`src/rtl/ucsbece154b_perf_pkg.sv`:
```
// Shared types and constants for the branch/jump prediction performance monitor.
package ucsbece154b_perf_pkg;

  typedef enum logic [1:0] {
    IDLE   = 2'd0,
    RUN    = 2'd1,
    HALTED = 2'd2
  } state_t;

  localparam int NUM_CNT = 6;

  localparam logic [2:0] SEL_CYCLES    = 3'd0;
  localparam logic [2:0] SEL_BR_TOTAL  = 3'd1;
  localparam logic [2:0] SEL_BR_MISS   = 3'd2;
  localparam logic [2:0] SEL_JMP_TOTAL = 3'd3;
  localparam logic [2:0] SEL_JMP_MISS  = 3'd4;
  localparam logic [2:0] SEL_BR_TAKEN  = 3'd5;
  localparam logic [2:0] SEL_STATUS    = 3'd6;
  localparam logic [2:0] SEL_ID        = 3'd7;

  localparam logic [31:0] PERF_ID = 32'h5045_0001;

endpackage

```
`src/rtl/ucsbece154b_sat_counter.sv`:
```
// Saturating up-counter; sat_o flags an increment attempted while already at all-ones.
module ucsbece154b_sat_counter #(
  parameter int CNT_W = 32
) (
  input  logic             clk,
  input  logic             reset,
  input  logic             inc_i,
  input  logic             clr_i,
  output logic [CNT_W-1:0] cnt_o,
  output logic             sat_o
);

  logic [CNT_W-1:0] cnt_reg;
  logic             at_max;

  assign at_max = &cnt_reg;
  assign sat_o  = inc_i && at_max;
  assign cnt_o  = cnt_reg;

  always_ff @(posedge clk or negedge reset) begin
    if (!reset) begin
      cnt_reg <= '0;
    end else if (clr_i) begin
      cnt_reg <= '0;
    end else if (inc_i && !at_max) begin
      cnt_reg <= cnt_reg + CNT_W'(1);
    end
  end

endmodule

```
`src/rtl/ucsbece154b_perf_counters.sv`:
```
// Execute-stage branch/jump prediction monitor: run/halt FSM, event decode,
// six saturating counters and a registered readout port.
module ucsbece154b_perf_counters
  import ucsbece154b_perf_pkg::*;
#(
  parameter logic [31:0] HALT_PC = 32'h0001_0064,
  parameter int          CNT_W   = 32
) (
  input  logic        clk,
  input  logic        reset,
  input  logic        start_i,
  input  logic        clear_i,
  input  logic        validE_i,
  input  logic        BranchE_i,
  input  logic        JumpE_i,
  input  logic        PCSrcE_i,
  input  logic        BranchTakenE_i,
  input  logic [31:0] PCF_i,
  input  logic [2:0]  sel_i,
  output logic [31:0] data_o,
  output logic        halted_o,
  output logic        ovf_o
);

  state_t state_reg, state_next;

  logic               at_halt;
  logic               active;
  logic               is_br;
  logic               is_jmp;
  logic [NUM_CNT-1:0] inc;
  logic [NUM_CNT-1:0] sat;
  logic [CNT_W-1:0]   cnt     [NUM_CNT];
  logic [31:0]        cnt_ext [NUM_CNT];
  logic               ovf_reg;
  logic [31:0]        data_reg, data_next;

  always_ff @(posedge clk or negedge reset) begin
    if (!reset) state_reg <= IDLE;
    else        state_reg <= state_next;
  end

  always_comb begin
    state_next = state_reg;
    if (clear_i) begin
      state_next = IDLE;
    end else begin
      case (state_reg)
        IDLE:    if (start_i) state_next = RUN;
        RUN:     if (at_halt) state_next = HALTED;
        HALTED:  state_next = HALTED;
        default: state_next = IDLE;
      endcase
    end
  end

  assign at_halt = (PCF_i == HALT_PC);
  // The cycle that reaches the halt PC is deliberately excluded from every counter.
  assign active  = (state_reg == RUN) && start_i && !at_halt;
  // An instruction flagged as both branch and jump is treated as a jump only.
  assign is_jmp  = validE_i && JumpE_i;
  assign is_br   = validE_i && BranchE_i && !JumpE_i;

  always_comb begin
    inc               = '0;
    inc[SEL_CYCLES]    = active;
    inc[SEL_BR_TOTAL]  = active && is_br;
    inc[SEL_BR_MISS]   = active && is_br && (PCSrcE_i != BranchTakenE_i);
    inc[SEL_JMP_TOTAL] = active && is_jmp;
    inc[SEL_JMP_MISS]  = active && is_jmp && !BranchTakenE_i;
    inc[SEL_BR_TAKEN]  = active && is_br && PCSrcE_i;
  end

  generate
    for (genvar gi = 0; gi < NUM_CNT; gi++) begin : g_cnt
      ucsbece154b_sat_counter #(.CNT_W(CNT_W)) u_cnt (
        .clk   (clk),
        .reset (reset),
        .inc_i (inc[gi]),
        .clr_i (clear_i),
        .cnt_o (cnt[gi]),
        .sat_o (sat[gi])
      );
      assign cnt_ext[gi] = 32'(cnt[gi]);
    end
  endgenerate

  always_ff @(posedge clk or negedge reset) begin
    if (!reset)      ovf_reg <= 1'b0;
    else if (clear_i) ovf_reg <= 1'b0;
    else if (|sat)    ovf_reg <= 1'b1;
  end

  always_comb begin
    data_next = '0;
    case (sel_i)
      SEL_CYCLES:    data_next = cnt_ext[SEL_CYCLES];
      SEL_BR_TOTAL:  data_next = cnt_ext[SEL_BR_TOTAL];
      SEL_BR_MISS:   data_next = cnt_ext[SEL_BR_MISS];
      SEL_JMP_TOTAL: data_next = cnt_ext[SEL_JMP_TOTAL];
      SEL_JMP_MISS:  data_next = cnt_ext[SEL_JMP_MISS];
      SEL_BR_TAKEN:  data_next = cnt_ext[SEL_BR_TAKEN];
      SEL_STATUS:    data_next = {30'b0, ovf_reg, (state_reg == HALTED)};
      SEL_ID:        data_next = PERF_ID;
      default:       data_next = '0;
    endcase
  end

  always_ff @(posedge clk or negedge reset) begin
    if (!reset) data_reg <= '0;
    else        data_reg <= data_next;
  end

  assign data_o   = data_reg;
  assign halted_o = (state_reg == HALTED);
  assign ovf_o    = ovf_reg;

endmodule

```
`config.mk`:
```
export PLATFORM = sky130hd
export DESIGN_NAME = ucsbece154b_perf_counters
export DESIGN_NICKNAME = d
export VERILOG_FILES = /design/src/rtl/ucsbece154b_perf_pkg.sv /design/src/rtl/ucsbece154b_sat_counter.sv /design/src/rtl/ucsbece154b_perf_counters.sv
export SDC_FILE = /design/constraint.sdc
export NUM_CORES = 1
export LEC_CHECK = 0
export ABC_AREA = 0
export CORE_ASPECT_RATIO = 1.1
export CORE_UTILIZATION = 40
export CTS_BUF_LIST = sky130_fd_sc_hd__clkbuf_8
export CTS_CLUSTER_DIAMETER = 50
export DETAILED_ROUTE_END_ITERATION = 16
export DONT_BUFFER_PORTS = 1
export PLACE_DENSITY_LB_ADDON = 0.12
export SLEW_MARGIN = 0
export SYNTH_ARGS = -nofsm -noshare
export SYNTH_HDL_FRONTEND = slang
export SYNTH_SLANG_ARGS = --single-unit
```
`constraint.sdc`:
```
create_clock -name clk -period 2.2 [get_ports clk]
set_input_delay 0.44 -clock clk [delete_from_list [all_inputs] [get_ports clk]]
set_output_delay 0.44 -clock clk [all_outputs]
set_load 0.02 [all_outputs]
```
---- Word-level counts from Yosys, hierarchy flattened ----
Cells that the tools add are included.
word-level totals
  flip-flop bits (word level) ............. 227
  output and inout bits ................... 34
  word-level logic and storage cells ...... 95
operators by class
  muxes and demuxes ....................... 19
  add/subtract/negate cells ............... 6
  equal/unequal tests ..................... 13
  reductions and logical operators ........ 48
operators with widths
  kind                   count
  $mux 32                12
  $pmux 32 s8            1
  $add 32x1->32 const B  6
  $reduce_and 32->1      6
  $eq 32x17->1 const B   1
  $logic_and 1x1->1      22
  $reduce_bool 2->1      7
  $eq 3x3->1 const B     4
  $logic_not 1->1        9
  $eq 3x2->1 const B     2
  $mux 2                 3
  $ne 3x3->1 const B     2
  $pmux 2 s3             1
  $reduce_or 6->1        1
  $eq 3x1->1 const B     1
  $logic_not 3->1        1
  $eq 2x1->1 const B     1
  $eq 2x2->1 const B     1
  $logic_not 2->1        1
  $mux 1                 2
  $reduce_and 2->1       1
  $ne 1x1->1             1

---- Longest topological paths before layout ----
  word-level depth ........................ 9
  gate-level depth with buffers ........... 10

---- Cells and area by module ----
A second synthesis with hierarchy kept.
second synthesis, totals
  cells, all modules ...................... 1556
  area total of the unflattened synthesis .. 13899.6 sq um
by module, submodules not included
  module                     area an instance (sq um)  seq. area each (sq um)  instances  cells each
  ucsbece154b_sat_counter    1833.0                    800.8                   6          203
  ucsbece154b_perf_counters  2901.5                    875.8                   1          338

---- Least setup slack after synthesis ----
No wires, ideal clock.
  path type ............................... register -> register
  start point ............................. reg g_cnt[5].u_cnt.cnt_reg[11]
  end point ............................... reg g_cnt[5].u_cnt.cnt_reg[27]
  cell stages (with the launch flop) ...... 10
  arrival time ............................ 2.337 ns
  clock period less this slack ............ 2.462 ns
  path buffers ............................ 3
  path slack .............................. -0.262 ns
  path through ............................ dfrtp_1 > and4_4 > and4_1 > clkbuf_1 > a41o_1 > buf_2 > or2_1 > buf_2 > nor4_1 > mux2_2
on the way
  cells in the longest elaborated chain, start to end .. 4
  elaborated cells between the ends (all ways) .. 7
  classes of those cells .................. 1 x add/sub; 2 x mux; 4 x reduce/logical
ends and longest elaborated chain
  element                                                RTL line                       text
  start: declaration                                     ucsbece154b_sat_counter.sv:13  logic [CNT_W-1:0] cnt_reg;
  start signal: assignment                               ucsbece154b_sat_counter.sv:26  cnt_reg <= cnt_reg + CNT_W'(1);
  branches (longest 4 deep; another with $add 32x1->32)  --
Several ways; the timed one is not identified. The select of a mux whose other input is x is not followed.
A chain may end at the register's enable or synchronous reset.

---- Worst setup path after layout ----
  start point ............................. reg g_cnt[1].u_cnt.cnt_reg[0]
  end point ............................... reg g_cnt[1].u_cnt.cnt_reg[30]
on the way
  cells in the longest elaborated chain, start to end .. 4
  elaborated cells between the ends (all ways) .. 7
  classes of those cells .................. 1 x add/sub; 2 x mux; 4 x reduce/logical
ends and longest elaborated chain
  element                                                RTL line
  start: declaration                                     ucsbece154b_sat_counter.sv:13
  start signal: assignment                               ucsbece154b_sat_counter.sv:26
  branches (longest 4 deep; another with $add 32x1->32)  --
Several ways; the timed one is not identified. The select of a mux whose other input is x is not followed.

==> results.cfg <==
[setup_path]
cp_max_fo = 5
cp_slowest_cell = or4_4
r2r_end = g_cnt[1].u_cnt.cnt_o[30]
worstSetupPathType = reg2reg
critPathCaptureType = register
r2r_start = g_cnt[1].u_cnt.cnt_o[0]
path_delay_family = simple AND/OR/NAND/NOR gates
worst_r2r_path_depth = 7
crit_required_ns = 2.74
setup.worst_path.start_class = register
cp_data_arrival_time_ns = 2.78
ff2ff_setup_slack_ns = -0.04
path_common_cell = or3_4
cpPeakStageDelay_ns = 0.44
path_cells = ha_2 -> nand3_2 -> or4_4 -> a31o_4 -> or3_4 -> or3_4 -> a21oi_2
critPathBufInv = 0

[power]
powerDensity_nw_per_um2 = 570
p_total_mw = 9.72
p_leak_nw = 7.10
irDropWorstVdd_mv = 0.408

[yosys]
netlist_area_um2 = 13200
synth_top_family_by_area = simple AND/OR/NAND/NOR gates
synth.distinct_cells = 69
post-synth-top-count-cell = dfrtp_1
yosys_register_bits = 227
netlist_top_cells_area = dfrtp_1 (43%), nor2_1 (5.6%), xnor2_1 (5.4%)
synthArstFlopShare_pct = 100
syn-num-nets = 1562
yosysTopAreaCell = dfrtp_1
synth-simple-area-share_pct = 28.7
synthXorXnorAreaFrac_pct = 7.99
avgSynthCellArea_um2 = 8.72
synth_fa_ha_area_share_pct = 0.951
synth.top_cell.area_share_pct = 43.2
ys_warn_count = 0
yosysSeqAreaShare_pct = 43.2
synthCells = 1508
synth_commonest_cells = dfrtp_1 (227), nor2_1 (195), nand2_1 (106)
synth_edf_count = 0
synth_compound_area_share_pct = 12.4
yosys-mux-area-fraction_pct = 3.20
synth_ff_type = dfrtp_1

[global_routing]
antenna_found_initial = 1
grt_pass1_wl_um = 70800
grt_max_degree = 228
grt-ovfl-total = 0
grt.total_usage_pct = 27.8
grt_pass1_vias = 12300

[final_layout]
largest_register_ffs = 192
final_cell_area_um2 = 17100
drive_gt1_share_pct = 25.4
layout.cells.non_filler = 2219
syn_to_final_growth_pct = 29.7
final_nets = 1813
nFillCells = 3102

[cts]
numClockSinks = 227
cts.reportedPaths.clkPinSlew_ns = 0.06
cts_tree = built
clk_path_buf_depth = 3
numCtsBuffers = 44
h-tree-depth = 2
clk_latency_ns = 0.61
cts_hold_buf = 2
cts_root_buf = clkbuf_8

[hold_path]
hp-class = in2async

[sta]
tightest_slew_ns = 0.626
drv_slew = 0
max_freq_mhz = 447
holdWs_ns = -0.472
finalHoldViolCount = 261
timing.slew.headroom_pct = 58.2
skew_ns = 0.0299
rsz0062_at_grt = true
setup_viol = 2
setup_ws_ns = -0.0354
finalCritPeriodShare_pct = 102
period_needed_ns = 2.24
tns_ns = -0.0365

[placement]
port_buffers = 0
dp.cells = 2107
gp_congestion = 0.961
dp_hpwl_um = 33600
place_area_um2 = 15400

[die]
rows = 69
dieArea_um2 = 33600
start_util_pct = 40.6
io-pin-count = 78
die_w_um = 175
core_area_um2 = 32400
die_h_um = 192

[route]
via_count = 12800
drc = 0
wire_per_inst_um = 21.1
ant_nets = 0
viasPerCell = 5.77
first_pass_iters = 6
wl_um = 46900
drt-initial-drc-count = 1216

[run_status]
failed_checks = negative hold slack, negative setup slack
status = finished, violations left

[run]
maxCapViolCount = 0
## per-layer routing
layer,global-route usage [%],part of all wire [%],up-vias,wire length [um]
met5,0,0,-,0
met2,45.2,47,410,22100
li1,-,-,5982,-
met1,35.1,42,6316,19600
met3,7.68,7.6,86,3550
met4,10.3,3.4,0,1600
## power by group
group	internal, mW	leakage [nW]	total [mW]	switching (mW)
registers	4.24	3.15	4.31	0.0763
logic	0.348	3.42	0.801	0.453
clock network	2.64	0.533	4.61	1.97
total	7.23	7.10	9.72	2.50
## worst reg2reg max path, stage by stage, from the launching register on
cell and delay (ns):
dfrtp_1 0.36, ha_2 0.20, nand3_2 0.08, or4_4 0.44, a31o_4 0.24, or3_4 0.36
or3_4 0.38, a21oi_2 0.13
## metrics by stage
step	utilization, %	setup WS (ns)
floorplan	-	-0.129
global route	52.7	-0.0910
CTS	50.9	-0.0411
finish	52.7	-0.0354
detailed placement	47.5	-0.334
global placement	47.5	-0.315
## cells by family (layout without fill, tap and decap cells)
| family | after synthesis | count (layout) |
|---|---|---|
| multiplexers | 40 | 40 |
| flip-flops | 227 | 227 |
| other | 0 | 1 |
| AND/OR/NAND/NOR | 726 | 727 |
| buffers and inverters | 124 | 407 |
| XOR/XNOR | 120 | 120 |
| AO/OA/AOI/OAI | 261 | 261 |
| adder cells (fa/ha/maj) | 10 | 10 |
## worst max-delay path by stage
| stage | from | end | slack, ns | depth (start not counted) |
|---|---|---|---|---|
| 2_1_floorplan | g_cnt[1].u_cnt.cnt_o[4] | g_cnt[1].u_cnt.cnt_o[26] | -0.13 | 7 |
| 3_3_place_gp | PCF_i[4] | g_cnt[5].u_cnt.cnt_o[23] | -0.32 | 7 |
| 3_5_place_dp | PCF_i[16] | g_cnt[5].u_cnt.cnt_o[26] | -0.33 | 9 |
| 4_1_cts | g_cnt[1].u_cnt.cnt_o[0] | g_cnt[1].u_cnt.cnt_o[30] | -0.04 | 7 |
| 5_1_grt | g_cnt[1].u_cnt.cnt_o[4] | g_cnt[1].u_cnt.cnt_o[30] | -0.09 | 6 |
| 6_report | g_cnt[1].u_cnt.cnt_o[0] | g_cnt[1].u_cnt.cnt_o[30] | -0.04 | 7 |
## layout make-up
| type | instances | area [um^2] | area share [%] |
|---|---|---|---|
| tap | 426 | 533 | 3.12 |
| sequential | 227 | 5680 | 33.3 |
| clock inverter | 23 | 184 | 1.08 |
| timing repair buffer | 287 | 2250 | 13.2 |
| clock buffer | 56 | 771 | 4.52 |
| multi-input combinational | 1158 | 7490 | 43.9 |
| inverter | 41 | 154 | 0.902 |
| antenna | 1 | 2.50 | 0.0147 |
## cells in the final DEF (no fill, tap or decap), drive strengths merged, types with 4 or more instances in the layout
cell and instances:
ha 10, o211ai 5, and4 19, buf 284, a222oi 9, a21oi 97
nor2b 13, or3 43, and2 15, o21a 13, nor4 36, xnor2 81
a21o 5, nor2 195, mux2 16, nor3 63, clkbuf 57, o31ai 20
nand2 106, xor2 39, a31oi 4, or4 24, nand2b 6, nand4 67
nand3 84, mux2i 24, o22a 7, clkinv 6, and3 33, dfrtp 227
nor4b 10, nor3b 5, o221ai 13, o21ai 64, inv 53
## repair_timing
item | CTS | global route
endpoints found under the hold margin | 413 | 410
pin swaps | 4 | 36
setup endpoints to repair | 54 | 102
cloned | 0 | 3
gates resized for setup | 22 | 80
buffers inserted | 4 | 24
Note: power is estimated with default switching activity, not from simulation.
